<file path="config.mk">
export PLATFORM = sky130hd
export DESIGN_NAME = ctrl_pipe
export DESIGN_NICKNAME = d
export VERILOG_FILES = /design/src/rtl/ctrl_pkg.sv /design/src/rtl/hazard_unit.sv /design/src/rtl/ctrl_pipe.sv
export SDC_FILE = /design/constraint.sdc
export NUM_CORES = 1
export LEC_CHECK = 0
export ABC_AREA = 1
export BUFFER_PORTS_ARGS = -buffer_cell sky130_fd_sc_hd__buf_2
export CAP_MARGIN = 5
export CORE_UTILIZATION = 56
export CTS_CLUSTER_SIZE = 14
export DETAILED_ROUTE_END_ITERATION = 10
export GPL_ROUTABILITY_DRIVEN = 0
export GPL_TIMING_DRIVEN = 0
export PLACE_DENSITY = 0.81
export SETUP_SLACK_MARGIN = 0.02
export SYNTH_ARGS = -nofsm -noshare
export SYNTH_HDL_FRONTEND = slang
export SYNTH_SLANG_ARGS = --single-unit
</file>
<file path="constraint.sdc">
create_clock -name clk -period 3.7 [get_ports clk]
set_input_delay 0.185 -clock clk [delete_from_list [all_inputs] [get_ports clk]]
set_output_delay 0.185 -clock clk [all_outputs]
set_load 0.03 [all_outputs]
</file>
<file path="src/rtl/ctrl_pkg.sv">
// rtl/ctrl_pkg.sv - shared types and constants for the MIPS control pipeline
package ctrl_pkg;

  localparam int PKG_REG_W   = 5;
  localparam int PKG_ALUOP_W = 2;

  // Main decoder opcodes
  localparam logic [5:0] OP_RTYPE = 6'b000000;
  localparam logic [5:0] OP_LW    = 6'b100011;
  localparam logic [5:0] OP_SW    = 6'b101011;
  localparam logic [5:0] OP_BEQ   = 6'b000100;

  // ALUOp encodings driven by the main decoder
  localparam logic [PKG_ALUOP_W-1:0] ALUOP_ADD   = 2'b00;
  localparam logic [PKG_ALUOP_W-1:0] ALUOP_SUB   = 2'b01;
  localparam logic [PKG_ALUOP_W-1:0] ALUOP_FUNCT = 2'b10;

  typedef struct packed {
    logic                   valid;
    logic                   reg_dst;
    logic                   branch;
    logic                   mem_read;
    logic                   mem_to_reg;
    logic                   mem_write;
    logic                   alu_src;
    logic                   reg_write;
    logic [PKG_ALUOP_W-1:0] alu_op;
    logic [PKG_REG_W-1:0]   rt;
    logic [PKG_REG_W-1:0]   rd;
  } id_ex_t;

  typedef struct packed {
    logic                 valid;
    logic                 branch;
    logic                 mem_read;
    logic                 mem_write;
    logic                 mem_to_reg;
    logic                 reg_write;
    logic [PKG_REG_W-1:0] dest;
  } ex_mem_t;

  typedef struct packed {
    logic                 valid;
    logic                 mem_to_reg;
    logic                 reg_write;
    logic [PKG_REG_W-1:0] dest;
  } mem_wb_t;

  localparam id_ex_t  ID_EX_BUBBLE  = '0;
  localparam ex_mem_t EX_MEM_BUBBLE = '0;
  localparam mem_wb_t MEM_WB_BUBBLE = '0;

  // Destination register chosen in EX; non-writing instructions carry 0
  function automatic logic [PKG_REG_W-1:0] ex_dest(input id_ex_t s);
    logic [PKG_REG_W-1:0] d;
    d = '0;
    if (s.reg_write) d = s.reg_dst ? s.rd : s.rt;
    return d;
  endfunction

endpackage

</file>
<file path="src/rtl/hazard_unit.sv">
// rtl/hazard_unit.sv - raw load-use hazard detect between ID and EX
module hazard_unit #(
  parameter int REG_W = 5
) (
  input  logic             id_valid,
  input  logic [REG_W-1:0] id_rs,
  input  logic [REG_W-1:0] id_rt,
  input  logic             ex_valid,
  input  logic             ex_mem_read,
  input  logic [REG_W-1:0] ex_rt,
  output logic             load_use
);

  // A load in EX whose target feeds the ID instruction; $0 never creates a dependency
  always_comb begin
    load_use = 1'b0;
    if (id_valid && ex_valid && ex_mem_read && (ex_rt != '0))
      load_use = (ex_rt == id_rs) || (ex_rt == id_rt);
  end

endmodule

</file>
<file path="src/rtl/ctrl_pipe.sv">
// rtl/ctrl_pipe.sv - ID/EX, EX/MEM, MEM/WB control registers with hazard and flush handling
module ctrl_pipe
  import ctrl_pkg::*;
#(
  parameter int REG_W   = PKG_REG_W,
  parameter int ALUOP_W = PKG_ALUOP_W,
  parameter int CNT_W   = 16
) (
  input  logic               clk,
  input  logic               reset,
  input  logic               id_valid,
  input  logic               id_reg_dst,
  input  logic               id_branch,
  input  logic               id_mem_read,
  input  logic               id_mem_to_reg,
  input  logic               id_mem_write,
  input  logic               id_alu_src,
  input  logic               id_reg_write,
  input  logic [ALUOP_W-1:0] id_alu_op,
  input  logic [REG_W-1:0]   id_rs,
  input  logic [REG_W-1:0]   id_rt,
  input  logic [REG_W-1:0]   id_rd,
  input  logic               branch_taken,
  output logic               stall,
  output logic               flush_ifid,
  output logic               ex_valid,
  output logic               ex_reg_dst,
  output logic               ex_alu_src,
  output logic [ALUOP_W-1:0] ex_alu_op,
  output logic [REG_W-1:0]   ex_rt,
  output logic [REG_W-1:0]   ex_rd,
  output logic               mem_valid,
  output logic               mem_branch,
  output logic               mem_mem_read,
  output logic               mem_mem_write,
  output logic [REG_W-1:0]   mem_dest,
  output logic               wb_valid,
  output logic               wb_mem_to_reg,
  output logic               wb_reg_write,
  output logic [REG_W-1:0]   wb_dest,
  output logic [CNT_W-1:0]   stall_count,
  output logic [CNT_W-1:0]   flush_count
);

  id_ex_t  ex_q,  ex_d;
  ex_mem_t mem_q, mem_d;
  mem_wb_t wb_q,  wb_d;
  logic    load_use;
  logic    taken;

  hazard_unit #(.REG_W(REG_W)) u_hazard (
    .id_valid    (id_valid),
    .id_rs       (id_rs),
    .id_rt       (id_rt),
    .ex_valid    (ex_q.valid),
    .ex_mem_read (ex_q.mem_read),
    .ex_rt       (ex_q.rt),
    .load_use    (load_use)
  );

  // A taken beq in MEM squashes younger work, so it overrides any stall
  assign taken      = mem_q.valid & mem_q.branch & branch_taken;
  assign flush_ifid = taken;
  assign stall      = load_use & ~taken;

  // Next contents of each stage register; bubbles are all-zero
  always_comb begin
    ex_d  = ID_EX_BUBBLE;
    mem_d = EX_MEM_BUBBLE;
    wb_d  = MEM_WB_BUBBLE;

    if (id_valid && !load_use && !taken) begin
      ex_d.valid      = 1'b1;
      // RegDst/MemtoReg are don't-care without RegWrite; gate them to a clean 0
      ex_d.reg_dst    = id_reg_dst & id_reg_write;
      ex_d.mem_to_reg = id_mem_to_reg & id_reg_write;
      ex_d.branch     = id_branch;
      ex_d.mem_read   = id_mem_read;
      ex_d.mem_write  = id_mem_write;
      ex_d.alu_src    = id_alu_src;
      ex_d.reg_write  = id_reg_write;
      ex_d.alu_op     = id_alu_op;
      ex_d.rt         = id_rt;
      ex_d.rd         = id_rd;
    end

    if (ex_q.valid && !taken) begin
      mem_d.valid      = 1'b1;
      mem_d.branch     = ex_q.branch;
      mem_d.mem_read   = ex_q.mem_read;
      mem_d.mem_write  = ex_q.mem_write;
      mem_d.mem_to_reg = ex_q.mem_to_reg;
      mem_d.reg_write  = ex_q.reg_write;
      mem_d.dest       = ex_dest(ex_q);
    end

    if (mem_q.valid) begin
      wb_d.valid      = 1'b1;
      wb_d.mem_to_reg = mem_q.mem_to_reg;
      wb_d.reg_write  = mem_q.reg_write;
      wb_d.dest       = mem_q.dest;
    end
  end

  // Stage registers advance every cycle; reset drops everything in flight
  always_ff @(posedge clk) begin
    if (reset) begin
      ex_q  <= ID_EX_BUBBLE;
      mem_q <= EX_MEM_BUBBLE;
      wb_q  <= MEM_WB_BUBBLE;
    end else begin
      ex_q  <= ex_d;
      mem_q <= mem_d;
      wb_q  <= wb_d;
    end
  end

  // Saturating event counters; they stick at all-ones rather than wrap
  always_ff @(posedge clk) begin
    if (reset) begin
      stall_count <= '0;
      flush_count <= '0;
    end else begin
      if (stall && (stall_count != {CNT_W{1'b1}}))
        stall_count <= stall_count + CNT_W'(1);
      if (taken && (flush_count != {CNT_W{1'b1}}))
        flush_count <= flush_count + CNT_W'(1);
    end
  end

  assign ex_valid      = ex_q.valid;
  assign ex_reg_dst    = ex_q.reg_dst;
  assign ex_alu_src    = ex_q.alu_src;
  assign ex_alu_op     = ex_q.alu_op;
  assign ex_rt         = ex_q.rt;
  assign ex_rd         = ex_q.rd;
  assign mem_valid     = mem_q.valid;
  assign mem_branch    = mem_q.branch;
  assign mem_mem_read  = mem_q.mem_read;
  assign mem_mem_write = mem_q.mem_write;
  assign mem_dest      = mem_q.dest;
  assign wb_valid      = wb_q.valid;
  assign wb_mem_to_reg = wb_q.mem_to_reg;
  assign wb_reg_write  = wb_q.reg_write;
  assign wb_dest       = wb_q.dest;

endmodule

</file>
Yosys cells after proc, flatten, opt, wreduce, memory -nomap -nowiden
Cells that the tools add are included.
{"block": "word_totals", "ff_bits": 71, "inputBits": 28, "output_inout_bits": 66, "elab_cells": 62}
{"block": "classes", "add_sub_neg": 2, "eq_ne": 4, "muxes": 6, "bitwise": 10, "reduce_logical": 16}
{"operator": "adder 16 x 1 -> 16 bit (second input constant)", "n": 2}
{"operator": "!= test 16 bit (second input constant)", "n": 2}
{"operator": "two-way mux 20 bit", "n": 1}
{"operator": "two-way mux 11 bit", "n": 1}
{"operator": "== test 5 bit", "n": 2}
{"operator": "two-way mux 5 bit", "n": 2}
{"operator": "logical AND 1 bit", "n": 8}
{"operator": "two-way mux 8 bit", "n": 1}
{"operator": "OR reduction 2 bit", "n": 3}
{"operator": "bitwise AND 1 bit", "n": 5}
{"operator": "NOT 1 bit", "n": 5}
{"operator": "nonzero test 5 bit", "n": 1}
{"operator": "OR reduction 3 bit", "n": 1}
{"operator": "logical NOT 1 bit", "n": 2}
{"operator": "logical OR 1 bit", "n": 1}
{"operator": "two-way mux 1 bit", "n": 1}

Depth between registers and ports, before layout
{"block": "logic_depth", "depth_word": 9, "mapped_depth": 12, "depth_no_buf": 11}

Cells and area by module
From an unflattened synthesis, not the netlist that was laid out.
{"block": "unflattened", "hier_cells": 499, "hier_area_um2": 3329.4}
{"module": "ctrl_pipe", "n_inst": 1, "cells_each": 454, "area_each_um2": 3133.0, "seq_area_each_um2": 1421.4}
{"module": "hazard_unit", "n_inst": 1, "cells_each": 45, "area_each_um2": 196.4, "seq_area_each_um2": 0.0}

Worst setup path before layout
No wires, ideal clock.
{"block": "synth_timing", "kind": "register -> register", "startpoint": "reg mem_q (netlist bit mem_valid)", "endpoint": "reg stall_count[7]", "setup_ns": 0.120, "t_arrival_ns": 1.729, "required_time_ns": 3.580, "setup_slack_ns": 1.850, "path_stages_with_launch": 7, "path_buffers": 0, "period_less_slack_ns": 1.850, "path_cell_list": "dfxtp_1 nand3_1 inv_1 nor2_1 nand3_1 nand2_1 nor2_1"}
{"block": "synth_between", "elab_chain_len": 5}
{"element": "from (decl)", "line": "ctrl_pipe.sv:46", "text": "ex_mem_t mem_q, mem_d;"}
{"element": "from (signal assigned)", "line": "ctrl_pipe.sv:113", "text": "mem_q <= mem_d;"}
{"element": "bitwise AND 1 bit (2 in a row)", "line": "ctrl_pipe.sv:62", "text": "assign taken = mem_q.valid & mem_q.branch & branch_taken;"}
{"element": "via flush_ifid", "line": "ctrl_pipe.sv:25", "text": "output logic flush_ifid,"}
{"element": "NOT 1 bit", "line": "ctrl_pipe.sv:64", "text": "assign stall = load_use & ~taken;"}
{"element": "bitwise AND 1 bit", "line": "ctrl_pipe.sv:64"}
{"element": "via stall", "line": "ctrl_pipe.sv:24", "text": "output logic stall,"}
{"element": "logical AND 1 bit", "line": "ctrl_pipe.sv:124", "text": "if (stall && (stall_count != {CNT_W{1'b1}}))"}
{"element": "to (signal assigned)", "line": "ctrl_pipe.sv:125", "text": "stall_count <= stall_count + CNT_W'(1);"}
{"element": "to (decl)", "line": "ctrl_pipe.sv:41", "text": "output logic [CNT_W-1:0] stall_count,"}
The timed path passes the listed nets, and every way through them passes these cells.
A chain may end at the register's enable or synchronous reset.

Final worst setup path
{"block": "layout_timing", "startpoint": "reg ex_q (netlist bit ex_rt[1])", "endpoint": "out stall"}
{"block": "layout_between", "elab_chain_len": 4, "word_cells_on_any_way": 7, "cone_classes": "eq/ne: 2; mux: 1; bitwise: 1; reduce/logical: 3"}
{"element": "from (decl)", "line": "ctrl_pipe.sv:45", "text": "id_ex_t ex_q, ex_d;"}
{"element": "from (signal assigned)", "line": "ctrl_pipe.sv:108", "text": "ex_q <= ID_EX_BUBBLE;"}
{"element": "from (signal assigned)", "line": "ctrl_pipe.sv:112", "text": "ex_q <= ex_d;"}
{"element": "== test 5 bit / nonzero test 5 bit (equally long branches)", "line": "hazard_unit.sv:18, hazard_unit.sv:17"}
{"element": "logical OR 1 bit / logical AND 1 bit (equally long branches)", "line": "hazard_unit.sv:18, hazard_unit.sv:17"}
{"element": "two-way mux 1 bit (*)", "line": "hazard_unit.sv:17", "text": "if (id_valid && ex_valid && ex_mem_read && (ex_rt != '0))"}
{"element": "bitwise AND 1 bit (*)", "line": "ctrl_pipe.sv:64"}
{"element": "to (decl)", "line": "ctrl_pipe.sv:24"}
Mark *: on every way between the ends. The rest lies on a longest branch, timed or not.

==> results_dict.tcl <==
set metrics [dict create \
    clk_latency_ns 0.35 \
    p_clk_share_pct 39.0 \
    crit_slowest_cell "dfxtp_1" \
    cts_tree "yes" \
    ys_seq_elements 71 \
    skew_ns 0.00766 \
    die_h_um 78.7 \
    rsz0062_at_grt "false" \
    cts_buffers 9 \
    ctsRootBufferMaster "clkbuf_8" \
    hold_buffers 0 \
    setup_tns_ns 0 \
    clock.fmax_mhz 474 \
    reg.largest.list "flush_count: 16 flops, stall_count: 16 flops" \
    seq_area_frac_synth_pct 43.2 \
    dpl_worst_slack_ns 1.94 \
    antenna_found_initial 0 \
    cts_resized 0 \
    cts_buffer_depth 2 \
    worst_setup_path_end_kind "primary output" \
    post-route-period-util_pct 57.0 \
    vias_per_cell 4.72 \
    clkSlewWorstSetupHoldPaths_ns 0.08 \
    syn_area_sq_um 3290 \
    dpl_cell_area_sq_um 3840 \
    p_leak_nw 2.00 \
    stdcell_area_sq_um 4020 \
    num_antenna_cells 0 \
    ios 94 \
    cp_max_fo 5 \
    final.setup.worst_slack_ns 1.59 \
    post-route-min-period_ns 2.11 \
    crit_type "register to primary output" \
    cpPeakStageDelay_ns 0.38 \
    switching_share_pct 26.1 \
    port_buffers 92 \
    async_flop_share_pct 0 \
    worst_pin_slew_ns 0.435 \
    synth_cells 470 \
    layout.nets 603 \
    drtIter0Drc 95 \
    clock_sinks 71 \
    drive_gt1_share_pct 27.2 \
    detailroute.via_count 3069 \
    initial_core_util_pct 59.1 \
    ys_warn_count 0 \
    antenna_left 0 \
    ys.flop_type "dfxtp_1" \
    h-tree-depth 3 \
    die_x_um 78.7 \
    p_int_mw 1.06 \
    grt_usage_pct 24.1 \
    slew_headroom_pct 70.9 \
    netSwitchingPower_uw 372 \
    routed_wl_mm 6.96 \
    start_kind "register" \
    coreArea_sq_um 5570 \
    grt_first_pass_wirelength_mm 11.6 \
    post_drt_wl_per_cell_um 10.7 \
    cp_top_family "simple AND/OR/NAND/NOR gates" \
    hold_violations 0 \
    slew_viol_final 0 \
    area_growth_pct 22.0 \
    synthDistinctLibCells 35 \
    avgSynthCellArea_sq_um 7.00 \
    powerDensity_nw_per_um2 356 \
    setup_violations 0 \
    p_comb_share_pct 6.5 \
    crit_chain "inv_1, nand2_1, nand2_1, nor2_1, nand3_1, nand2_2, nand2_1, nor2_1, buf_2" \
    fillerInstances 495 \
    dp_hpwl_mm 5.13 \
    utilization_pct 72.0 \
    cp.required_ns 3.51 \
    status "completed" \
    cp_common_cell "nand2_1" \
    grt_remaining_overflow 0 \
    post-route-drc-count 0 \
    critPathBufInv 2 \
    cp.arrival_ns 1.92 \
    placementRows 27 \
    maxCapViolCount 0 \
    post_cts_buffers 0 \
    synth_edf_count 0 \
    hold_class "primary input to register" \
    fin_hold_ws_ns 0.0441 \
    drt_first_pass_iters 4 \
    synth_fp_nets 500 \
    dieArea_sq_um 6190 \
    seq_power_share_pct 54.6 \
    grt_max_degree 14 \
    grt_pass1_vias 2760 \
    vdd.ir_drop.worst_mv 0.274 \
]
per-layer routing:
metal | vias to the layer above | routed length (um) | GRT usage (%)
met4 | 0 | 48 | 8.89
met5 | - | 0 | 0
met1 | 1357 | 3210 | 28.9
li1 | 1621 | - | -
met2 | 86 | 3350 | 41.1
met3 | 5 | 349 | 6.40
synthesized netlist by cell type (3+ instances only):
cell type  number  area [sq um]
xnor2_1         3          26.3
nor3_1          6          30.0
inv_2           4          15.0
a21oi_1         8          40.0
xor2_1          5          43.8
inv_1          69           259
nand2_2         5          31.3
nand3_1        16          80.1
a21oi_2         7          61.3
o21ai_0        10          50.1
nor2_2          4          25.0
buf_4          17           128
nand2_1       100           375
dfxtp_1        71          1420
buf_2           4          20.0
nand4_1        11          68.8
nor2_1        108           405
through the flow:
step                      power [mW]  cells
after floorplan                0.858    470
after global placement         0.888    634
after detailed placement       0.890    634
after CTS                       1.44    650
after global routing            1.48    650
final                           1.43    650
power by group through the flow:
stage	logic, mW	clock network (mW)	registers, mW
floorplan	0.0565	0	0.801
CTS	0.0936	0.564	0.779
global placement	0.0911	0	0.797
detailed placement	0.0928	0	0.797
global route	0.103	0.593	0.780
finish	0.0927	0.557	0.779
tightest hold or removal path: stages:
cell    delay (ns)
buf_2         0.09
inv_1         0.04
nor2_1        0.04
cell usage in the layout, fill, tap and decap left out, types with 6 or more instances in the layout:
master / n
nor2_1: 108
nand2_1: 100
buf_2: 96
dfxtp_1: 71
inv_1: 69
buf_4: 17
nand3_1: 16
nand4_1: 11
o21ai_0: 10
clkbuf_8: 9
a21oi_1: 8
a21oi_2: 7
nor3_1: 6
final timing paths:
path,start,to,slack (ns),cells after the start
worst max-delay path,ex_rt[1],stall,1.59,9
worst max register to register,stall_count[0],stall_count[2],1.94,8
worst min register to register,ex_q[14],mem_mem_write,0.41,2
worst min-delay path,id_rd[2],ex_rd[2],0.04,3
final cells by class:
| class | instances | area, sq um | share of cell area [%] |
|---|---|---|---|
| Sequential cell | 71 | 1420 | 35.4 |
| Multi-Input combinational cell | 300 | 1410 | 35.0 |
| Timing Repair Buffer | 92 | 460 | 11.5 |
| Inverter | 73 | 274 | 6.82 |
| Buffer | 26 | 190 | 4.74 |
| Clock buffer | 10 | 128 | 3.18 |
| Tap cell | 72 | 90.1 | 2.24 |
| Clock inverter | 6 | 45.0 | 1.12 |
logic make-up after synthesis:
group	Yosys count	share of synthesized area, %
adders and majority gates	2	0.760
DFF	71	43.2
buffers and inverters	99	14.1
AOI/OAI and AO/OA	29	5.40
and+or+nand+nor	260	34.1
muxes	1	0.304
xor gates and xnor gates	8	2.13
(Power assumes the default switching activity.)
